File: config.mk
export PLATFORM = sky130hd
export DESIGN_NAME = xbar_arb2_flat
export DESIGN_NICKNAME = d
export VERILOG_FILES = /design/src/rtl/xbar_arb2_if.sv /design/src/rtl/xbar_arb2.sv /design/src/flat_wrapper.sv
export SDC_FILE = /design/constraint.sdc
export NUM_CORES = 1
export LEC_CHECK = 0
export BUFFER_PORTS_ARGS = -buffer_cell sky130_fd_sc_hd__clkbuf_2
export CAP_MARGIN = 5
export CORE_AREA = 10 10 113 115
export DETAILED_ROUTE_END_ITERATION = 16
export DIE_AREA = 0 0 123 125
export PLACE_DENSITY = 0.74
export SKIP_CTS_REPAIR_TIMING = 1
export SLEW_MARGIN = 20
export SYNTH_ARGS = -nofsm -noshare
export SYNTH_HDL_FRONTEND = slang
export SYNTH_SLANG_ARGS = --single-unit
File: constraint.sdc
create_clock -name clk_i -period 3.3 [get_ports clk_i]
set_input_delay 0.165 -clock clk_i [delete_from_list [all_inputs] [get_ports clk_i]]
set_output_delay 0.165 -clock clk_i [all_outputs]
set_load 0.1 [all_outputs]
File: src/rtl/xbar_arb2_if.sv
// Request/response bus between a master and the arbiter, or between the arbiter and the slave.
// The master drives the request fields. The slave drives ack, resp and rdata.
interface xbar_arb2_if;
  localparam int unsigned AW = 32;
  localparam int unsigned DW = 32;
  localparam int unsigned BW = 4;

  logic          req;
  logic          we;
  logic [AW-1:0] addr;
  logic [BW-1:0] be;
  logic [DW-1:0] wdata;
  logic          ack;
  logic          resp;
  logic [DW-1:0] rdata;

  modport master (output req, we, addr, be, wdata, input ack, resp, rdata);
  modport slave  (input req, we, addr, be, wdata, output ack, resp, rdata);
endinterface

File: src/rtl/xbar_arb2.sv
// Two-master to one-slave arbiter. It supports round-robin or fixed master-1 priority.
// If the slave does not answer a read, a response is synthesized after a timeout.
module xbar_arb2 #(
  parameter string       ARB_MODE     = "RR",
  parameter int unsigned RESP_TIMEOUT = 1024
) (
  input  logic       clk_i,
  input  logic       arst_i,
  xbar_arb2_if.slave  m0,
  xbar_arb2_if.slave  m1,
  xbar_arb2_if.master s,
  output logic       timeout_o
);

  localparam int unsigned CW       = 16;
  localparam int unsigned DW       = 32;
  localparam logic [CW-1:0] CNT_LAST = CW'(RESP_TIMEOUT - 1);
  localparam bit          FIXED_M1 = (ARB_MODE == "M1");

  typedef enum logic [1:0] {IDLE, ACCESS, RESP} state_t;

  state_t        state_q, state_d;
  logic          grant_q, grant_d;
  logic          last_q, last_d;
  logic [CW-1:0] cnt_q, cnt_d;

  logic          winner;
  logic          s_req_c;
  logic          ack_hit;
  logic          resp_hit;
  logic [DW-1:0] rdata_c;

  logic          g_we;
  logic [31:0]   g_addr;
  logic [3:0]    g_be;
  logic [31:0]   g_wdata;

  // Request fields of the master that currently holds the grant
  assign g_we    = grant_q ? m1.we    : m0.we;
  assign g_addr  = grant_q ? m1.addr  : m0.addr;
  assign g_be    = grant_q ? m1.be    : m0.be;
  assign g_wdata = grant_q ? m1.wdata : m0.wdata;

  // When both masters request in round-robin mode, the master that was not served last wins
  always_comb begin
    if (FIXED_M1)
      winner = m1.req;
    else if (m0.req && m1.req)
      winner = ~last_q;
    else
      winner = m1.req;
  end

  always_ff @(posedge clk_i or posedge arst_i) begin
    if (arst_i) begin
      state_q <= IDLE;
      grant_q <= 1'b0;
      last_q  <= 1'b1;
      cnt_q   <= '0;
    end else begin
      state_q <= state_d;
      grant_q <= grant_d;
      last_q  <= last_d;
      cnt_q   <= cnt_d;
    end
  end

  always_comb begin
    state_d   = state_q;
    grant_d   = grant_q;
    last_d    = last_q;
    cnt_d     = cnt_q;
    s_req_c   = 1'b0;
    ack_hit   = 1'b0;
    resp_hit  = 1'b0;
    rdata_c   = '0;
    timeout_o = 1'b0;
    unique case (state_q)
      IDLE: begin
        if (m0.req || m1.req) begin
          grant_d = winner;
          state_d = ACCESS;
        end
      end
      ACCESS: begin
        s_req_c = 1'b1;
        ack_hit = s.ack;
        if (s.ack) begin
          if (g_we) begin
            state_d = IDLE;
            last_d  = grant_q;
          end else begin
            state_d = RESP;
            cnt_d   = '0;
          end
        end
      end
      RESP: begin
        // A real response that arrives on the last allowed cycle takes precedence over the timeout
        if (s.resp) begin
          resp_hit = 1'b1;
          rdata_c  = s.rdata;
          last_d   = grant_q;
          state_d  = IDLE;
        end else if (cnt_q == CNT_LAST) begin
          resp_hit  = 1'b1;
          timeout_o = 1'b1;
          last_d    = grant_q;
          state_d   = IDLE;
        end else begin
          cnt_d = cnt_q + CW'(1);
        end
      end
      default: state_d = IDLE;
    endcase
  end

  assign s.req   = s_req_c;
  assign s.we    = s_req_c & g_we;
  assign s.addr  = s_req_c ? g_addr  : '0;
  assign s.be    = s_req_c ? g_be    : '0;
  assign s.wdata = s_req_c ? g_wdata : '0;

  // Slave handshakes are routed only to the granted master
  assign m0.ack   = ack_hit & ~grant_q;
  assign m1.ack   = ack_hit & grant_q;
  assign m0.resp  = resp_hit & ~grant_q;
  assign m1.resp  = resp_hit & grant_q;
  assign m0.rdata = grant_q ? '0 : rdata_c;
  assign m1.rdata = grant_q ? rdata_c : '0;

endmodule

File: src/flat_wrapper.sv
// flat-port wrapper written by rule: the top's interface ports become plain ports
module xbar_arb2_flat 
#(
  parameter string       ARB_MODE     = "  ",
  parameter int unsigned RESP_TIMEOUT = 1024
)
  (clk_i, arst_i, timeout_o, m0_req, m0_we, m0_addr, m0_be, m0_wdata, m0_ack, m0_resp, m0_rdata, m1_req, m1_we, m1_addr, m1_be, m1_wdata, m1_ack, m1_resp, m1_rdata, s_req, s_we, s_addr, s_be, s_wdata, s_ack, s_resp, s_rdata);
  xbar_arb2_if m0_i ();
  xbar_arb2_if m1_i ();
  xbar_arb2_if s_i ();
  input  logic clk_i;
  input  logic arst_i;
  output logic timeout_o;
  input wire logic [$bits(m0_i.req)-1:0] m0_req;
  input wire logic [$bits(m0_i.we)-1:0] m0_we;
  input wire logic [$bits(m0_i.addr)-1:0] m0_addr;
  input wire logic [$bits(m0_i.be)-1:0] m0_be;
  input wire logic [$bits(m0_i.wdata)-1:0] m0_wdata;
  output wire logic [$bits(m0_i.ack)-1:0] m0_ack;
  output wire logic [$bits(m0_i.resp)-1:0] m0_resp;
  output wire logic [$bits(m0_i.rdata)-1:0] m0_rdata;
  input wire logic [$bits(m1_i.req)-1:0] m1_req;
  input wire logic [$bits(m1_i.we)-1:0] m1_we;
  input wire logic [$bits(m1_i.addr)-1:0] m1_addr;
  input wire logic [$bits(m1_i.be)-1:0] m1_be;
  input wire logic [$bits(m1_i.wdata)-1:0] m1_wdata;
  output wire logic [$bits(m1_i.ack)-1:0] m1_ack;
  output wire logic [$bits(m1_i.resp)-1:0] m1_resp;
  output wire logic [$bits(m1_i.rdata)-1:0] m1_rdata;
  output wire logic [$bits(s_i.req)-1:0] s_req;
  output wire logic [$bits(s_i.we)-1:0] s_we;
  output wire logic [$bits(s_i.addr)-1:0] s_addr;
  output wire logic [$bits(s_i.be)-1:0] s_be;
  output wire logic [$bits(s_i.wdata)-1:0] s_wdata;
  input wire logic [$bits(s_i.ack)-1:0] s_ack;
  input wire logic [$bits(s_i.resp)-1:0] s_resp;
  input wire logic [$bits(s_i.rdata)-1:0] s_rdata;
  assign m0_i.req = m0_req;
  assign m0_i.we = m0_we;
  assign m0_i.addr = m0_addr;
  assign m0_i.be = m0_be;
  assign m0_i.wdata = m0_wdata;
  assign m0_ack = m0_i.ack;
  assign m0_resp = m0_i.resp;
  assign m0_rdata = m0_i.rdata;
  assign m1_i.req = m1_req;
  assign m1_i.we = m1_we;
  assign m1_i.addr = m1_addr;
  assign m1_i.be = m1_be;
  assign m1_i.wdata = m1_wdata;
  assign m1_ack = m1_i.ack;
  assign m1_resp = m1_i.resp;
  assign m1_rdata = m1_i.rdata;
  assign s_req = s_i.req;
  assign s_we = s_i.we;
  assign s_addr = s_i.addr;
  assign s_be = s_i.be;
  assign s_wdata = s_i.wdata;
  assign s_i.ack = s_ack;
  assign s_i.resp = s_resp;
  assign s_i.rdata = s_rdata;
  xbar_arb2 #(.ARB_MODE(ARB_MODE), .RESP_TIMEOUT(RESP_TIMEOUT)) u_core (.clk_i(clk_i), .arst_i(arst_i), .m0(m0_i), .m1(m1_i), .s(s_i), .timeout_o(timeout_o));
endmodule
==> impl_metrics.csv <==
group,metric,value,unit
final_layout,utilization,41.6,%
global_routing,grtUsageTotal,16.8,%
critical_path,reg2regPathDepth,4,
synth,yosysTopAreaCell,"mux2i_1",
synth,synth-xor-area-share,0,%
die,core-area,0.0106,mm2
critical_path,end_kind,"output port",
synth,ys_seq_elements,20,
sta,finalSetupViolCount,0,
synth,synthArstFlopShare,100,%
place,dp_hpwl,12500,um
detailed_routing,drt_iter0_drc,142,
status,violations,"hold timing",
place,io_buffers,314,
synth,synthAdderAreaFrac,0.464,%
synth,netlist_top_cells_count,"78 x nor2_1, 69 x mux2i_1, 66 x and2_1",
critical_path,cp.required,3.13,ns
sta,rsz0062_at_grt,"no",
sta,slew_headroom,46.3,%
detailed_routing,drtPass1Iterations,4,
synth,synth_top_family_by_area,"simple AND/OR/NAND/NOR gates",
synth,synth_edf_count,0,
global_routing,grt_antenna_before_repair,0,
clock_tree,clk_latency,0.27,ns
synth,ys_warn_count,0,
sta,final-hold-violation-count,9,
min_path,hp-class,"input pin to asynchronous set/reset pin",
clock_tree,clock-sinks,20,
final_layout,syn_to_final_growth,63.4,%
final_layout,antenna_cells,0,
synth,ys.flop_type,"dfrtp_1",
die,fp.dieH,125,um
final_layout,drive_gt1_share,50.7,%
clock_tree,cts_tree,"done",
status,status,"finished with violations",
pwr,power,5470,uW
critical_path,critical_path_class,"flop to output port",
clock_tree,cts_buffers,3,
clock_tree,root_buffer,"clkbuf_8",
final_layout,ff_latch_area,505,um2
place,pre_cts_ws,0.826,ns
clock_tree,htreeDepth,1,
sta,fin_skew,0.00410,ns
synth,synth.distinct_cells,44,
critical_path,setup.worst_path.start_class,"flop",
place,globalplace.congestion,0.890,
die,die_width,123,um
sta,setup_tns,0,ns
synth,ys_seq_area_share,18.6,%
synth,synthSimpleGateAreaFrac,38.4,%
sta,worst_pin_slew,0.805,ns
pwr,p_switching,4280,uW
clock_tree,clk_pin_slew_worst_paths,0.08,ns
global_routing,grt_pass1_wl,20800,um
pwr,vdd_drop_max,1.38,mV
pwr,p_per_area,1240,mW/mm2
final_layout,num-fill-cells,1149,
clock_tree,cts_buffer_depth,2,
detailed_routing,viasPerCell,4.65,
global_routing,grt_overflow,0,
die,rows,38,
detailed_routing,wirelength,14000,um
detailed_routing,drtAntennaViolNets,0,
critical_path,path_max_fanout,32,
die,dieArea,0.0154,mm2
die,ios,315,
detailed_routing,vias,3686,
global_routing,grt_max_degree,58,
die,start_util,25.4,%
pwr,intPower,1190,uW
pwr,sw_frac_of_total,78.3,%
pwr,clockPowerShare,3.5,%
pwr,seq_power_share,7.4,%
pwr,leakage,0.00273,uW
synth,synth_top_area_share,25.6,%
synth,synth_compound_area_share,10.2,%
critical_path,rr_startpoint,"u_core.state_q[0]",
synth,synth_area_leaders,"mux2i_1 26%, dfrtp_1 18%, and2_1 15%",
pwr,power_frac_comb,89.1,%
sta,fin_crit,2.78,ns
sta,whs,-0.00851,ns
synth,synthCells,361,
sta,fmax,360,MHz
detailed_routing,drc,0,
sta,period_share,84.2,%
synth,synth.most_common_cell,"nor2_1",
global_routing,grt_pass1_vias,3721,
detailed_routing,wire_per_inst,17.7,um
synth,syn_nets,538,
synth,yosys-mux-area-fraction,26.4,%
final_layout,fin_nets,831,
synth,syn_area_per_cell,7.47,um2
critical_path,cp.arrival,2.62,ns
flow_run,drv_cap,0,
critical_path,rrSetupSlack,1.29,ns
critical_path,timing.rr.end,"u_core.cnt_q[8]",
final_layout,multi_input_area,0.00205,mm2
sta,drv_slew,0,
synth,netlist_area,0.00270,mm2
sta,setup_ws,0.520,ns
[per-layer routing]
metal / vias up / track usage (%) / share of wire (%)
met5: - / 0 / 0
met4: 0 / 4.11 / 1.5
met3: 12 / 5.72 / 12
met2: 209 / 30.7 / 51
met1: 1625 / 17.9 / 36
li1: 1840 / - / -
[power groups by stage]
stage               clock network (uW)  registers [uW]  logic (uW)
finish                             191             405        4870
global route                       203             418        5040
global placement                     0             405        4890
detailed placement                   0             410        4900
floorplan                            0             322        4240
CTS                                191             406        4900
[registers in the layout, summed over array words and instances, names as in the netlist]
register and cells:
u_core.cnt_q 16, u_core.grant_q 1, u_core.last_q 1, u_core.state_q 2
[cells by family after synthesis]
logic type / Yosys count
AO/OA/AOI/OAI: 36
adder cells (fa/ha/maj): 1
flip-flops: 20
buffers and inverters: 33
multiplexers: 71
AND/OR/NAND/NOR: 200
[critical path, cell delays in order (launching register included)]
cell,delay (ns)
dfrtp_1,0.48
nor2b_1,0.41
and3_1,0.76
and2_1,0.23
clkbuf_2,0.46
[metrics by stage]
stage | instance area, um2 | std cells
6_report | 4410 | 793
5_1_grt | 4410 | 793
4_1_cts | 4410 | 793
3_5_place_dp | 4350 | 789
3_3_place_gp | 4350 | 789
2_1_floorplan | 2700 | 361
[how the worst max path moves through the flow]
stage                     slack, ns      endpoint              start  cells after the start
after floorplan                0.60       m1_resp    u_core.cnt_q[0]                      6
after global placement         0.94  m1_rdata[15]  u_core.state_q[0]                      4
after detailed placement       0.83  m1_rdata[14]  u_core.state_q[0]                      4
after CTS                      0.53  m1_rdata[14]  u_core.state_q[0]                      4
after global routing           0.32  m1_rdata[29]  u_core.state_q[0]                      4
final                          0.52  m1_rdata[28]  u_core.state_q[0]                      4
[layout by cell type (no fill, tap or decap), types with 5 or more instances in the layout]
master / instances
nand2_1: 8
nor3_1: 5
mux2i_1: 69
and2_1: 66
nand3_1: 7
nand4_1: 6
o21ai_0: 5
and3_1: 15
nor2_1: 78
dfrtp_1: 18
a21oi_1: 6
clkbuf_2: 314
[cell type report]
class / instances / area share (%)
multi-input cells: 308 / 46.4
repair buffers: 318 / 36.6
flip-flops and latches: 20 / 11.5
well taps: 140 / 3.97
clock buffers: 4 / 1.25
inverters: 3 / 0.255
No activity file was read; power rests on OpenSTA's default activity.
